===== config.mk =====
export PLATFORM = sky130hd
export DESIGN_NAME = spike_output_queue
export DESIGN_NICKNAME = d
export VERILOG_FILES = /design/src/rtl/spike_output_queue.sv
export SDC_FILE = /design/constraint.sdc
export NUM_CORES = 1
export LEC_CHECK = 0
export CORE_UTILIZATION = 40
export DETAILED_ROUTE_END_ITERATION = 10
export GPL_TIMING_DRIVEN = 0
export PLACE_DENSITY_LB_ADDON = 0.3
export REMOVE_ABC_BUFFERS = 1
export SYNTH_ARGS = -nofsm -noshare
export SYNTH_HDL_FRONTEND = slang
export SYNTH_SLANG_ARGS = --single-unit

===== constraint.sdc =====
create_clock -name Clock -period 2.55 [get_ports Clock]
set_clock_uncertainty 0.05 [all_clocks]
set_input_delay 0.51 -clock Clock [delete_from_list [all_inputs] [get_ports Clock]]
set_output_delay 0.51 -clock Clock [all_outputs]
set_load 0.02 [all_outputs]

===== src/rtl/spike_output_queue.sv =====
// rtl/spike_output_queue.sv - membrane writeback and spiking-neuron ID FIFO after the threshold stage
module spike_output_queue #(
    parameter int INTEGER_WIDTH   = 32,
    parameter int DATA_WIDTH_FRAC = 32,
    parameter int DATA_WIDTH      = INTEGER_WIDTH + DATA_WIDTH_FRAC,
    parameter int NEURON_ID_WIDTH = 11,
    parameter int FIFO_DEPTH_BITS = 4
) (
    input  logic                              Clock,
    input  logic                              Reset,
    input  logic                              InValid,
    output logic                              InReady,
    input  logic [NEURON_ID_WIDTH-1:0]        InNeuronID,
    input  logic                              SpikeIn,
    input  logic signed [DATA_WIDTH-1:0]      VmemIn,
    output logic                              VmemWrEn,
    output logic [NEURON_ID_WIDTH-1:0]        VmemWrAddr,
    output logic signed [DATA_WIDTH-1:0]      VmemWrData,
    output logic                              SpikeOutValid,
    input  logic                              SpikeOutReady,
    output logic [NEURON_ID_WIDTH-1:0]        SpikeOutID,
    output logic [FIFO_DEPTH_BITS:0]          FifoCount,
    input  logic                              ClearStats,
    output logic [31:0]                       SpikeCount
);

    localparam int DEPTH = 2 ** FIFO_DEPTH_BITS;
    localparam logic [FIFO_DEPTH_BITS:0]   CNT_ONE = 1;
    localparam logic [FIFO_DEPTH_BITS-1:0] PTR_ONE = 1;

    logic [NEURON_ID_WIDTH-1:0] mem [DEPTH];
    logic [FIFO_DEPTH_BITS-1:0] rd_ptr;
    logic [FIFO_DEPTH_BITS-1:0] wr_ptr;
    logic                       accept;
    logic                       push;
    logic                       pop;

    // Occupancy never exceeds DEPTH, so the count MSB alone marks "full".
    assign InReady       = ~FifoCount[FIFO_DEPTH_BITS];
    assign SpikeOutValid = (FifoCount != '0);
    assign SpikeOutID    = mem[rd_ptr];

    assign accept = InValid && InReady;
    assign push   = accept && SpikeIn;
    assign pop    = SpikeOutValid && SpikeOutReady;

    // ID storage carries no reset; stale entries are unreachable once the count clears.
    always_ff @(posedge Clock) begin
        if (push) begin
            mem[wr_ptr] <= InNeuronID;
        end
    end

    always_ff @(posedge Clock or negedge Reset) begin
        if (!Reset) begin
            rd_ptr    <= '0;
            wr_ptr    <= '0;
            FifoCount <= '0;
        end else begin
            if (push) begin
                wr_ptr <= wr_ptr + PTR_ONE;
            end
            if (pop) begin
                rd_ptr <= rd_ptr + PTR_ONE;
            end
            case ({push, pop})
                2'b10:   FifoCount <= FifoCount + CNT_ONE;
                2'b01:   FifoCount <= FifoCount - CNT_ONE;
                default: FifoCount <= FifoCount;
            endcase
        end
    end

    always_ff @(posedge Clock or negedge Reset) begin
        if (!Reset) begin
            VmemWrEn   <= 1'b0;
            VmemWrAddr <= '0;
            VmemWrData <= '0;
        end else begin
            VmemWrEn <= accept;
            if (accept) begin
                VmemWrAddr <= InNeuronID;
                VmemWrData <= VmemIn;
            end
        end
    end

    always_ff @(posedge Clock or negedge Reset) begin
        if (!Reset) begin
            SpikeCount <= '0;
        end else if (ClearStats) begin
            SpikeCount <= '0;
        end else if (push && (SpikeCount != 32'hFFFF_FFFF)) begin
            SpikeCount <= SpikeCount + 32'd1;
        end
    end

endmodule

# After elaboration in Yosys (flattened, before gate mapping)
# Memory sizes are Yosys's and may differ from the RTL's.
# Index checks and enable logic that the tools add are counted.
# Widths: inputs -> output; s select.
[classes]
n_eq_ne = 3
bitwise_logic = 1
div_mod_pow = 0
muxes = 5
multipliers = 0
addsub = 5
order_cmp = 0
shift = 0
n_reduce_logical = 7
[ops]
columns = ["op", "count"]
rows = [
  ["$mux 32", 2],
  ["$add 32x1->32 const B", 1],
  ["$ne 32x32->1 const B", 1],
  ["$pmux 5 s2", 1],
  ["$add 4x1->4 const B", 2],
  ["$add 5x1->5 const B", 1],
  ["$reduce_bool 5->1", 1],
  ["$sub 5x1->5 const B", 1],
  ["$logic_and 1x1->1", 4],
  ["$reduce_bool 2->1", 2],
  ["$eq 2x1->1 const B", 1],
  ["$eq 2x2->1 const B", 1],
  ["$mux 1", 2],
  ["$not 1->1", 1],
]
[totals]
input_bits = 81
latch_bits = 0
memories = 1
ramBits = 176
regBits = 121
rom_bits = 0
wordCells = 29
[memory_table]
columns = ["name", "depth", "width", "read_ports", "rd_ports_with_merged_regs", "wr", "line_no", "rtl"]
rows = [
  ["mem", 16, 11, 1, 0, 1, "31", "logic [NEURON_ID_WIDTH-1:0] mem [DEPTH];"],
]

# Depth between registers and ports, before layout
# Gate-level depths: netlist of the first run.
[logic_depth]
ltp_word = 6
mapped_depth = 12
mapped_depth_nobuf = 11

# Worst setup path before layout of the first run
# No wires, ideal clock.
[synth_timing]
kind = "flip-flop to flip-flop"
startpoint = "reg FifoCount[0]"
endpoint = "reg FifoCount[4]"
t_arrival_ns = 2.533
synth_period_minus_slack_ns = 2.664
t_required_ns = 2.420
path_slack_ns = -0.114
stages_incl_launch_ff = 12
setup_time_ns = 0.080
path_buffers = 1
path_cell_list = "dfrtp_1 > nor4_1 > nand2_1 > and2_1 > clkbuf_1 > ha_1 > ha_1 > nor2b_1 > o21ai_0 > a21oi_1 > nor3_1 > xnor2_1"
[synth_via]
elab_chain_cells = 4
elab_cells_between_ends = 8
[synth_rtl]
columns = ["element", "line_no", "rtl"]
rows = [
  ["start: declaration", "22", "output logic [FIFO_DEPTH_BITS:0] FifoCount,"],
  ["start signal: assignment", "67", "2'b10: FifoCount <= FifoCount + CNT_ONE;"],
  ["start signal: assignment", "68", "2'b01: FifoCount <= FifoCount - CNT_ONE;"],
  ["start signal: assignment", "69", "default: FifoCount <= FifoCount;"],
  ["$reduce_bool 5->1 (*)", "40", "assign SpikeOutValid = (FifoCount != '0);"],
  ["via SpikeOutValid", "19", "output logic SpikeOutValid,"],
  ["$logic_and 1x1->1 (*)", "45", "assign pop = SpikeOutValid && SpikeOutReady;"],
  ["via pop", "36", "logic pop;"],
  ["$eq 2x1->1 or $eq 2x2->1 (tied branches)", "66", "case ({push, pop})"],
  ["$pmux 5 s2 or $reduce_bool 2->1 (tied branches)", "-", ""],
]
# Mark *: on every way through the listed nets, which the timed path passes. The rest lies on a longest branch.
# A chain may end at the register's enable or synchronous reset.

# Final worst setup path of the first run
[layout_timing]
startpoint = "reg rd_ptr[0]"
endpoint = "out SpikeOutID[9]"
[layout_via]
elab_chain_cells = 1
[layout_rtl]
columns = ["element", "line_no", "rtl"]
rows = [
  ["start: declaration", "32", "logic [FIFO_DEPTH_BITS-1:0] rd_ptr;"],
  ["start signal: assignment", "64", "rd_ptr <= rd_ptr + PTR_ONE;"],
  ["$mem_v2 16x11", "-", ""],
  ["end: declaration", "21", "output logic [NEURON_ID_WIDTH-1:0] SpikeOutID,"],
]
# Every way passes these cells.

==> results of run 1 <==
[area by class of cell]
| type | instances | share of cell area |
|---|---|---|
| Tap cell | 390 | 0.03085 |
| Timing Repair Buffer | 229 | 0.1548 |
| Inverter | 13 | 0.003481 |
| Clock buffer | 46 | 0.05261 |
| Clock inverter | 12 | 0.003639 |
| Multi-Input combinational cell | 499 | 0.2283 |
| Sequential cell | 297 | 0.5263 |
[repair_timing]
item                                    CTS  global route
endpoints found under the setup margin  214            81
cloned                                    5             0
pin swaps                                 1             2
gates resized for setup                  84            18
hold endpoints to repair                 45             0
buffers inserted                          9             6
hold buffers                              1             0
[per-layer routing]
layer,GRT usage,vias to the layer above
li1,-,3551
met1,0.2550,3872
met2,0.3071,273
met3,0.05974,40
met4,0.04529,0
met5,0,-
[how the worst min path moves through the flow]
stage	startpoint	endpoint	slack, ps	depth (start not counted)
after global placement	VmemWrData[61]	VmemWrData[61]	410	2
after detailed placement	VmemWrData[63]	VmemWrData[63]	410	2
final	Reset	SpikeCount[28]	410	2
after CTS	VmemIn[61]	VmemWrData[61]	400	3
after floorplan	Reset	FifoCount[0]	160	0
after global routing	VmemIn[9]	VmemWrData[9]	410	3
[stage by stage]
stage          hold slack (ps)    util
2_1_floorplan            164.4       -
3_3_place_gp             407.1  0.4868
3_5_place_dp             411.1  0.4908
4_1_cts                  402.4  0.5294
5_1_grt                  409.9  0.5336
6_report                 414.8  0.5336
[sequential cells by signal (all words and copies together), names as in the netlist]
signal,cells
FifoCount,5
SpikeCount,32
VmemWrAddr,11
VmemWrData,64
VmemWrEn,1
mem,176
rd_ptr,4
wr_ptr,4
[cells in the final DEF (no fill, tap or decap), types with 9 or more instances in the layout]
| master | instances |
|---|---|
| nand2_1 | 244 |
| clkdlybuf4s50_1 | 193 |
| edfxtp_1 | 176 |
| dfrtp_1 | 114 |
| mux4_2 | 55 |
| clkbuf_16 | 31 |
| a21oi_1 | 26 |
| nand4_1 | 18 |
| clkbuf_1 | 15 |
| nor2_1 | 14 |
| buf_6 | 13 |
| or3_1 | 12 |
| inv_1 | 11 |
| o31ai_1 | 10 |
| or4_1 | 10 |
| o21ai_1 | 10 |
| buf_4 | 9 |
[critical path, stage by stage (launching register included)]
cell and delay [ps]:
dfrtp_4 510, buf_12 150, buf_16 150, mux4_2 470, mux4_2 530, buf_6 150
[cell families (layout without fill, tap and decap cells)]
group | Yosys count | count (layout) | share of synthesized area
and+or+nand+nor | 350 | 352 | 0.1317
DFF | 297 | 297 | 0.6892
AOI/OAI and AO/OA | 63 | 63 | 0.03081
muxes | 58 | 58 | 0.1061
buffers and inverters | 54 | 300 | 0.01919
xor gates and xnor gates | 15 | 15 | 0.01089
adders and majority gates | 11 | 11 | 0.01203
[power by group through the flow]
stage | Combinational, mW | Clock [mW] | Sequential, mW
after floorplan | 2.31 | 0 | 7.40
after global placement | 5.48 | 0 | 6.86
final | 6.30 | 4.03 | 6.51
after detailed placement | 5.76 | 0 | 6.61
after CTS | 6.27 | 4.13 | 6.50
after global routing | 6.79 | 4.30 | 6.62
==> metrics.csv, run 1 <==
stage;metric;value;unit
clocking;Max Buffers Root-to-Sink;3;
placement;Placement Setup Slack;-1531;ps
logic_synthesis;most frequent cell after synthesis;nand2_1;
timing;RSZ-0062 raised after global routing;yes;
global_route;global-route wire length before repair;45160;um
timing;Max transition margin;0.1017;
logic_synthesis;Seq/Total Area, Yosys;0.6892;
global_route;Total GRT Usage;0.1917;
cells_and_area;fin area;0.01582;sq mm
job;max_cap viols;0;
placement;cell count after placement;1407;
global_route;largest net degree at the start of global routing;77;
timing;Max Clk Rate;324.3;MHz
timing;final setup violating endpoints;11;
timing;fin crit share;1.209;
cells_and_area;Filler cells;2488;
cells_and_area;share of layout cells above drive strength 1;0.1460;
critical_path;Reg2Reg Setup Slack;170;ps
critical_path;Crit Path Max Fanout;8;
cells_and_area;Final nets;1163;
logic_synthesis;Synth area leader;edfxtp_1;
logic_synthesis;number of distinct library cells after synthesis;42;
cells_and_area;Antenna Cells;0;
route;drt pass-1 iters;5;
cells_and_area;Finished Layout Cells;1486;
clocking;CTS Sinks;297;
critical_path;WS Path Type;reg2out;
power;combinational group share of total power;0.374;
logic_synthesis;#FFs+latches synth;297;
critical_path;Startpoint Class;flip-flop;
placement;HPWL Detailed;17410;um
power;P_sw;5.494;mW
die;Starting Density;0.4070;
critical_path;RR Startpoint;FifoCount[4];
power;pwr dens;1065;mW/mm^2
critical_path;reg2reg path depth;5;
logic_synthesis;warnings from Yosys;0;
critical_path;critical path arrival;2520;ps
die;die area;0.03085;sq mm
route;Detailed Route WL;29320;um
placement;Area after DPL;0.01455;sq mm
timing;Final Hold Viols;0;
timing;post-layout min period;3084;ps
timing;final slew viol count;0;
route;DRT met1 WL;12470;um
logic_synthesis;main area contributors after synthesis;edfxtp_1, dfrtp_1, mux4_2, nand2_1, a21oi_1;
power;Lkg Pwr;6.028;nW
placement;final estimated routing congestion in global placement;0.7961;
clocking;Worst-Skew Late Latency;560;ps
cells_and_area;Multi-input gate area;0.003611;sq mm
critical_path;Setup crit end;SpikeOutID[9];
route;Met2 Wirelength;13730;um
logic_synthesis;asr flop ratio synth;0.4074;
logic_synthesis;Post-Syn Instances;848;
logic_synthesis;ys flop type;edfxtp_1;
power;Clk pwr share;0.239;
power;P_int;11.35;mW
clocking;CTS tree;yes;
power;maximum vdd drop;0.6528;mV
worst_hold_path;Hold Path Class;in2async;
placement;count of port buffers added during placement;206;
logic_synthesis;Post-synth EDFFs;176;
critical_path;startpoint of the worst setup timing path;rd_ptr[0];
clocking;Clock Tree Root;clkbuf_16;
route;Initial DRC Count;468;
clocking;TritonCTS Buffers;31;
route;final antenna-violating net count;0;
die;Chip Width;175.7;um
die;FP Rows;63;
logic_synthesis;Avg Cell Area, Syn;14.22;sq um
route;met3 WL post-DR;2609;um
status;violated checks;negative setup slack;
die;die height;175.7;um
critical_path;Critical Path RT;1990;ps
clocking;H-tree levels;1;
logic_synthesis;Mapped Area;0.01206;sq mm
status;status;finished, violations left;
power;Sw Share;0.3262;
cells_and_area;register area;0.008324;sq mm
power;Sequential Power Share;0.387;
global_route;GRT overflow;0;
global_route;initial antenna violation count;0;
route;post-DR wirelength/cell;19.73;um
timing;setup TNS;-5162;ps
critical_path;critical path endpoint category;primary output;
route;DR vias;7736;
logic_synthesis;top-area cell type share of the netlist area;0.4382;
die;Core Box Area;0.02964;sq mm
global_route;vias in the first global route;7915;
route;drt drc;0;
timing;Slew @ Worst Pin;1343;ps
logic_synthesis;commonest cells in the netlist;nand2_1, edfxtp_1, dfrtp_1;
power;Design Power;16.85;mW
timing;Final WS setup;-533.6;ps
route;top layer in use;met4;
route;mean number of vias per cell;5.206;
clocking;clk slew on worst S/H paths;60;ps
critical_path;Critical R2R Capture;mem[4][0];
die;Top Ports;207;
cells_and_area;Layout area overhead;31.13;%
(Power assumes the default switching activity.)
==> run 2, diff against run 1 <==
--- a/config.mk
+++ b/config.mk
@@ -7,7 +7,6 @@
 export LEC_CHECK = 0
 export CORE_UTILIZATION = 40
 export DETAILED_ROUTE_END_ITERATION = 10
-export GPL_TIMING_DRIVEN = 0
 export PLACE_DENSITY_LB_ADDON = 0.3
 export REMOVE_ABC_BUFFERS = 1
 export SYNTH_ARGS = -nofsm -noshare
==> run 2 against run 1 <==
The flow still finishes with violations (negative setup slack); worst hold slack lost 41 ps; via count is 0.40% higher; die area unchanged; design area rose by 2.9%; global-route usage is 0.14 points higher; cell count increased by 2.6%; core utilization rose by 1.5 points; non-clock buffer count rose by 43; combinational power is 2% higher; sequential power fell by 3%; maximum frequency is 3.6% higher; power rose by 1.3%; critical endpoint is now SpikeOutID[1]; largest cell class unchanged.
==> metrics.csv, run 2 (synthesis results as in run 1) <==
stage;metric;value;unit
critical_path;crit path cell chain;buf_6, buf_12, mux4_2, mux4_2, buf_6;
clocking;Max Buffers Root-to-Sink;3;
critical_path;critical path endpoint category;primary output;
timing;Max transition margin;0.5758;
cells_and_area;post-layout util;0.5489;
cells_and_area;share of layout cells above drive strength 1;0.1668;
job;max_cap viols;0;
placement;count of port buffers added during placement;206;
die;Core Box Area;0.02964;sq mm
timing;Max Clk Rate;336.0;MHz
die;die height;175.7;um
global_route;GRT overflow;0;
die;Chip Width;175.7;um
global_route;Total GRT Usage;0.1930;
clocking;Worst-Skew Late Latency;550;ps
timing;Slew @ Worst Pin;634.3;ps
timing;final slew viol count;0;
cells_and_area;most common cell after layout, fill and taps aside;nand2_1;
route;drt drc;0;
status;violated checks;negative setup slack;
cells_and_area;Finished Layout Cells;1524;
timing;Final WS setup;-426.5;ps
timing;final hold slack;373.5;ps
timing;final setup violating endpoints;11;
placement;HPWL Detailed;18530;um
clocking;Clock Tree Root;clkbuf_16;
critical_path;Crit path max-delay family;multiplexers;
timing;fin crit share;1.167;
global_route;global-route wire length before repair;45290;um
timing;Final Hold Viols;0;
route;Initial DRC Count;669;
route;drt pass-1 iters;4;
critical_path;Bufs and invs on worst path;3;
clocking;CTS tree;yes;
cells_and_area;Regs by FF count;mem: 176 flops, VmemWrData: 64 flops, SpikeCount: 32 flops;
timing;setup TNS;-4114;ps
clocking;clk slew on worst S/H paths;60;ps
route;DR vias;7767;
route;Detailed Route WL;29470;um
critical_path;Crit-path slowest cell;mux4_2;
power;maximum vdd drop;0.6912;mV
cells_and_area;Layout area overhead;34.89;%
die;Top Ports;207;
placement;cell count after placement;1462;
clocking;TritonCTS Buffers;31;
power;pwr dens;1049;mW/mm^2
critical_path;Critical Path RT;1990;ps
timing;post-layout min period;2976;ps
power;Lkg Pwr;6.289;nW
worst_hold_path;Hold Path Class;in2async;
die;Starting Density;0.4070;
clocking;H-tree levels;1;
critical_path;WS Path Type;reg2out;
route;post-DR wirelength/cell;19.34;um
route;mean number of vias per cell;5.096;
cells_and_area;Final nets;1204;
status;status;finished, violations left;
cells_and_area;Most flops, register;mem;
global_route;largest net degree at the start of global routing;76;
cells_and_area;number of flip-flops in the largest register;176;
cells_and_area;most frequent cells in the layout;nand2_1, clkdlybuf4s50_1, edfxtp_1, dfrtp_1, mux4_2;
clocking;CTS Sinks;297;
die;die area;0.03085;sq mm
power;Design Power;17.06;mW
critical_path;Startpoint Class;flip-flop;
placement;final estimated routing congestion in global placement;0.7983;
route;final antenna-violating net count;0;
die;FP Rows;63;
global_route;initial antenna violation count;1;
timing;RSZ-0062 raised after global routing;yes;
global_route;vias in the first global route;7845;
critical_path;CP peak stage delay;530;ps
critical_path;critical path arrival;2420;ps
critical_path;Crit Path Max Fanout;6;
run 2: changes by cell type in the layout (fill, tap and decap cells not counted), sizes merged:
| cell | previous run | this run |
|---|---|---|
| buf | 34 | 77 |
| and3b | 2 | 1 |
| bufinv | 0 | 2 |
| diode | 0 | 1 |
| nor3 | 8 | 7 |
| clkbuf | 46 | 40 |
run 2: final cells by class:
type,instances,area (sq um)
inverter,13,48.80
sequential,297,8315
tap,390,488.0
fill,2453,13370
clock buffer,40,849.6
multi-input combinational,497,3520
timing repair buffer,272,2928
clock inverter,14,117.6
antenna,1,2.502
run 2: through the flow:
stage	instance area (sq um)	setup slack, ps
2_1_floorplan	11880	-1079
3_3_place_gp	15190	-216.2
3_5_place_dp	15190	-262.6
4_1_cts	16290	-465.1
5_1_grt	16270	-484.0
6_report	16270	-426.5
run 2: path summary, 6_finish.rpt:
check                               start             end  slack [ps]  depth (start not counted)
setup reg to reg             FifoCount[0]    FifoCount[4]         160                         10
setup / recovery                rd_ptr[0]   SpikeOutID[1]        -430                          5
max in group asynchronous           Reset   VmemWrAddr[7]        1390                          3
hold reg to reg            VmemWrData[42]  VmemWrData[42]         420                          2
hold / removal                      Reset  VmemWrData[29]         370                          2
min in group Clock         VmemWrData[42]  VmemWrData[42]         420                          2
run 2: where the power goes:
group | internal (mW) | switching [mW] | leakage [nW] | total, mW
Clock | 2.52 | 1.79 | 0.479 | 4.31
Sequential | 5.87 | 0.452 | 3.13 | 6.32
Combinational | 3.26 | 3.17 | 2.68 | 6.43
run 2: metal layers:
| layer | part of all wire | up-vias | track usage | routed length, um |
|---|---|---|---|---|
| li1 | - | 3612 | - | - |
| met1 | 0.43 | 3844 | 0.2598 | 12570 |
| met2 | 0.46 | 261 | 0.3035 | 13670 |
| met3 | 0.088 | 50 | 0.06061 | 2593 |
| met4 | 0.022 | 0 | 0.05036 | 642 |
| met5 | 0 | - | 0 | 0 |
run 2: repair_timing:
item | 4_1_cts | 5_1_grt
hold buffers | 1 | 0
resized for setup | 63 | 3
setup buffers | 4 | 0
pin swaps | 0 | 0
gates cloned | 3 | 0
endpoints found under the setup margin | 11 | 12
hold endpoints to repair | 23 | 0
==> run 3, diff against run 2 <==
--- a/config.mk
+++ b/config.mk
@@ -9,6 +9,7 @@
 export DETAILED_ROUTE_END_ITERATION = 10
 export PLACE_DENSITY_LB_ADDON = 0.3
 export REMOVE_ABC_BUFFERS = 1
+export SETUP_SLACK_MARGIN = 0.4
 export SYNTH_ARGS = -nofsm -noshare
 export SYNTH_HDL_FRONTEND = slang
 export SYNTH_SLANG_ARGS = --single-unit
==> run 3 against run 2 <==
The run still ends with negative setup slack left; critical path depth is 1 higher; first-iteration DRC count down 5.8%; sequential share of layout area shrank 1.2 points; die area unchanged; core utilization increased by 1.3 points; register-to-register slack better by 120 ps; critical endpoint is now SpikeOutID[6]; largest power group unchanged.
==> metrics.csv, run 3 (synthesis results as in run 1) <==
stage;metric;value;unit
status;status;finished, violations left;
status;violated checks;negative setup slack;
die;Top Ports;207;
power;pwr dens;1046;mW/mm^2
placement;HPWL Detailed;18530;um
placement;Placement Setup Slack;-262.6;ps
timing;final setup violating endpoints;11;
cells_and_area;number of flip-flops in the largest register;176;
route;Detailed Route WL;30130;um
critical_path;reg2reg path depth;10;
global_route;initial antenna violation count;1;
global_route;largest net degree at the start of global routing;76;
clocking;H-tree levels;1;
route;DR vias;7889;
timing;Final Hold Viols;0;
power;Sw Share;0.3186;
global_route;Total GRT Usage;0.1943;
die;Starting Density;0.4070;
critical_path;Startpoint Class;flip-flop;
power;Lkg Pwr;6.748;nW
cells_and_area;Filler cells;2436;
clocking;TritonCTS Buffers;31;
critical_path;Crit path max-delay family;multiplexers;
timing;post-layout min period;2992;ps
clocking;Max Buffers Root-to-Sink;3;
timing;fin crit share;1.173;
power;maximum vdd drop;0.7005;mV
cells_and_area;most frequent cells in the layout;nand2_1, edfxtp_1, clkdlybuf4s50_1, dfrtp_1, mux4_2;
timing;RSZ-0062 raised after global routing;yes;
critical_path;Crit-path slowest cell;mux4_2;
timing;final hold slack;377.7;ps
timing;Slew @ Worst Pin;615.7;ps
clocking;CTS Sinks;297;
clocking;CTS tree;yes;
die;Core Box Area;0.02964;sq mm
worst_hold_path;Hold Path Class;in2async;
cells_and_area;share of layout cells above drive strength 1;0.2059;
power;Clk pwr share;0.248;
critical_path;critical path endpoint category;primary output;
cells_and_area;Layout area overhead;38.06;%
timing;Max Clk Rate;334.3;MHz
job;max_cap viols;0;
power;combinational group share of total power;0.388;
route;mean number of vias per cell;5.116;
die;die area;0.03085;sq mm
cells_and_area;Most flops, register;mem;
clocking;Clock Tree Root;clkbuf_16;
critical_path;Critical Path RT;1990;ps
die;die height;175.7;um
critical_path;RR Startpoint;FifoCount[2];
critical_path;Crit Path Max Fanout;5;
cells_and_area;Final nets;1222;
clocking;clk slew on worst S/H paths;60;ps
die;Chip Width;175.7;um
route;drt pass-1 iters;5;
power;Design Power;17.42;mW
critical_path;critical path depth;6;
cells_and_area;Regs by FF count;mem: 176 flops, VmemWrData: 64 flops, SpikeCount: 32 flops;
critical_path;critical path arrival;2430;ps
critical_path;Reg2Reg Setup Slack;280;ps
route;drt drc;0;
critical_path;Critical R2R Capture;FifoCount[4];
timing;Final WS setup;-441.6;ps
placement;final estimated routing congestion in global placement;0.7983;
critical_path;Bufs and invs on worst path;4;
critical_path;startpoint of the worst setup timing path;rd_ptr[0];
route;final antenna-violating net count;0;
power;P_int;11.87;mW
die;FP Rows;63;
clocking;Worst-Skew Late Latency;550;ps
timing;final slew viol count;0;
timing;Max transition margin;0.5882;
route;post-DR wirelength/cell;19.54;um
cells_and_area;most common cell after layout, fill and taps aside;nand2_1;
critical_path;WS Path Type;reg2out;
critical_path;CP peak stage delay;480;ps
critical_path;crit path cell chain;buf_6, buf_12, clkbuf_16, mux4_2, mux4_2, buf_6;
placement;count of port buffers added during placement;206;
global_route;GRT overflow;0;
power;Sequential Power Share;0.364;
global_route;vias in the first global route;7875;
critical_path;Setup crit end;SpikeOutID[6];
global_route;global-route wire length before repair;45570;um
route;Initial DRC Count;630;
power;P_sw;5.549;mW
run 3: cell types whose count changed in the layout (fill, tap and decap cells not counted), sizes merged:
| cell | previous run | this run |
|---|---|---|
| dlymetal6s2s | 1 | 10 |
| clkbuf | 40 | 42 |
| clkdlybuf4s15 | 0 | 1 |
| dlygate4sd2 | 0 | 40 |
| clkdlybuf4s50 | 193 | 142 |
| buf | 77 | 94 |
run 3: power by group through the flow:
stage	combinational, mW	clock, mW	sequential [mW]
floorplan	2.31	0	7.40
global placement	6.22	0	6.39
detailed placement	6.29	0	6.41
CTS	6.65	4.44	6.34
global route	7.23	4.60	6.43
finish	6.76	4.31	6.34
run 3: metal layers:
layer	up-vias	track usage	share of wire
met5	-	0	0
met4	0	0.05072	0.023
met3	53	0.05996	0.086
met2	270	0.3070	0.47
met1	3921	0.2608	0.42
li1	3645	-	-
run 3: cell type report:
type | count | area (sq um) | share of cell area
clock buffer | 40 | 849.6 | 0.05102
multi-input combinational | 497 | 3675 | 0.2207
timing repair buffer | 290 | 3149 | 0.1891
inverter | 13 | 51.30 | 0.003081
antenna | 1 | 2.502 | 0.0001503
clock inverter | 14 | 117.6 | 0.007063
sequential | 297 | 8319 | 0.4996
tap | 390 | 488.0 | 0.02930
run 3: what timing repair did:
action                                  CTS  global route
cloned                                    3             3
endpoints found under the hold margin    23             0
gates resized for setup                 138            39
endpoints found under the setup margin   77           123
pin swaps                                14            20
hold buffers                              1             0
setup buffers                             6            12
run 3: worst min-delay path by stage:
stage / from / to / slack (ps) / cells past startpoint
detailed placement: Reset / VmemWrData[32] / 400 / 1
floorplan: Reset / FifoCount[0] / 160 / 0
finish: Reset / VmemWrData[32] / 380 / 2
global placement: Reset / VmemWrData[29] / 400 / 1
global route: Reset / VmemWrData[32] / 390 / 2
CTS: Reset / VmemWrData[32] / 340 / 2
run 3: metrics by stage:
stage | std cells | setup TNS [ps] | utilization | area [sq um]
after floorplan | 807 | -87240 | - | 11880
after global placement | 1462 | -2832 | 0.5124 | 15190
after detailed placement | 1462 | -3328 | 0.5124 | 15190
after global routing | 1542 | -5228 | 0.5618 | 16650
final | 1542 | -4408 | 0.5618 | 16650
after CTS | 1526 | -4903 | 0.5522 | 16370
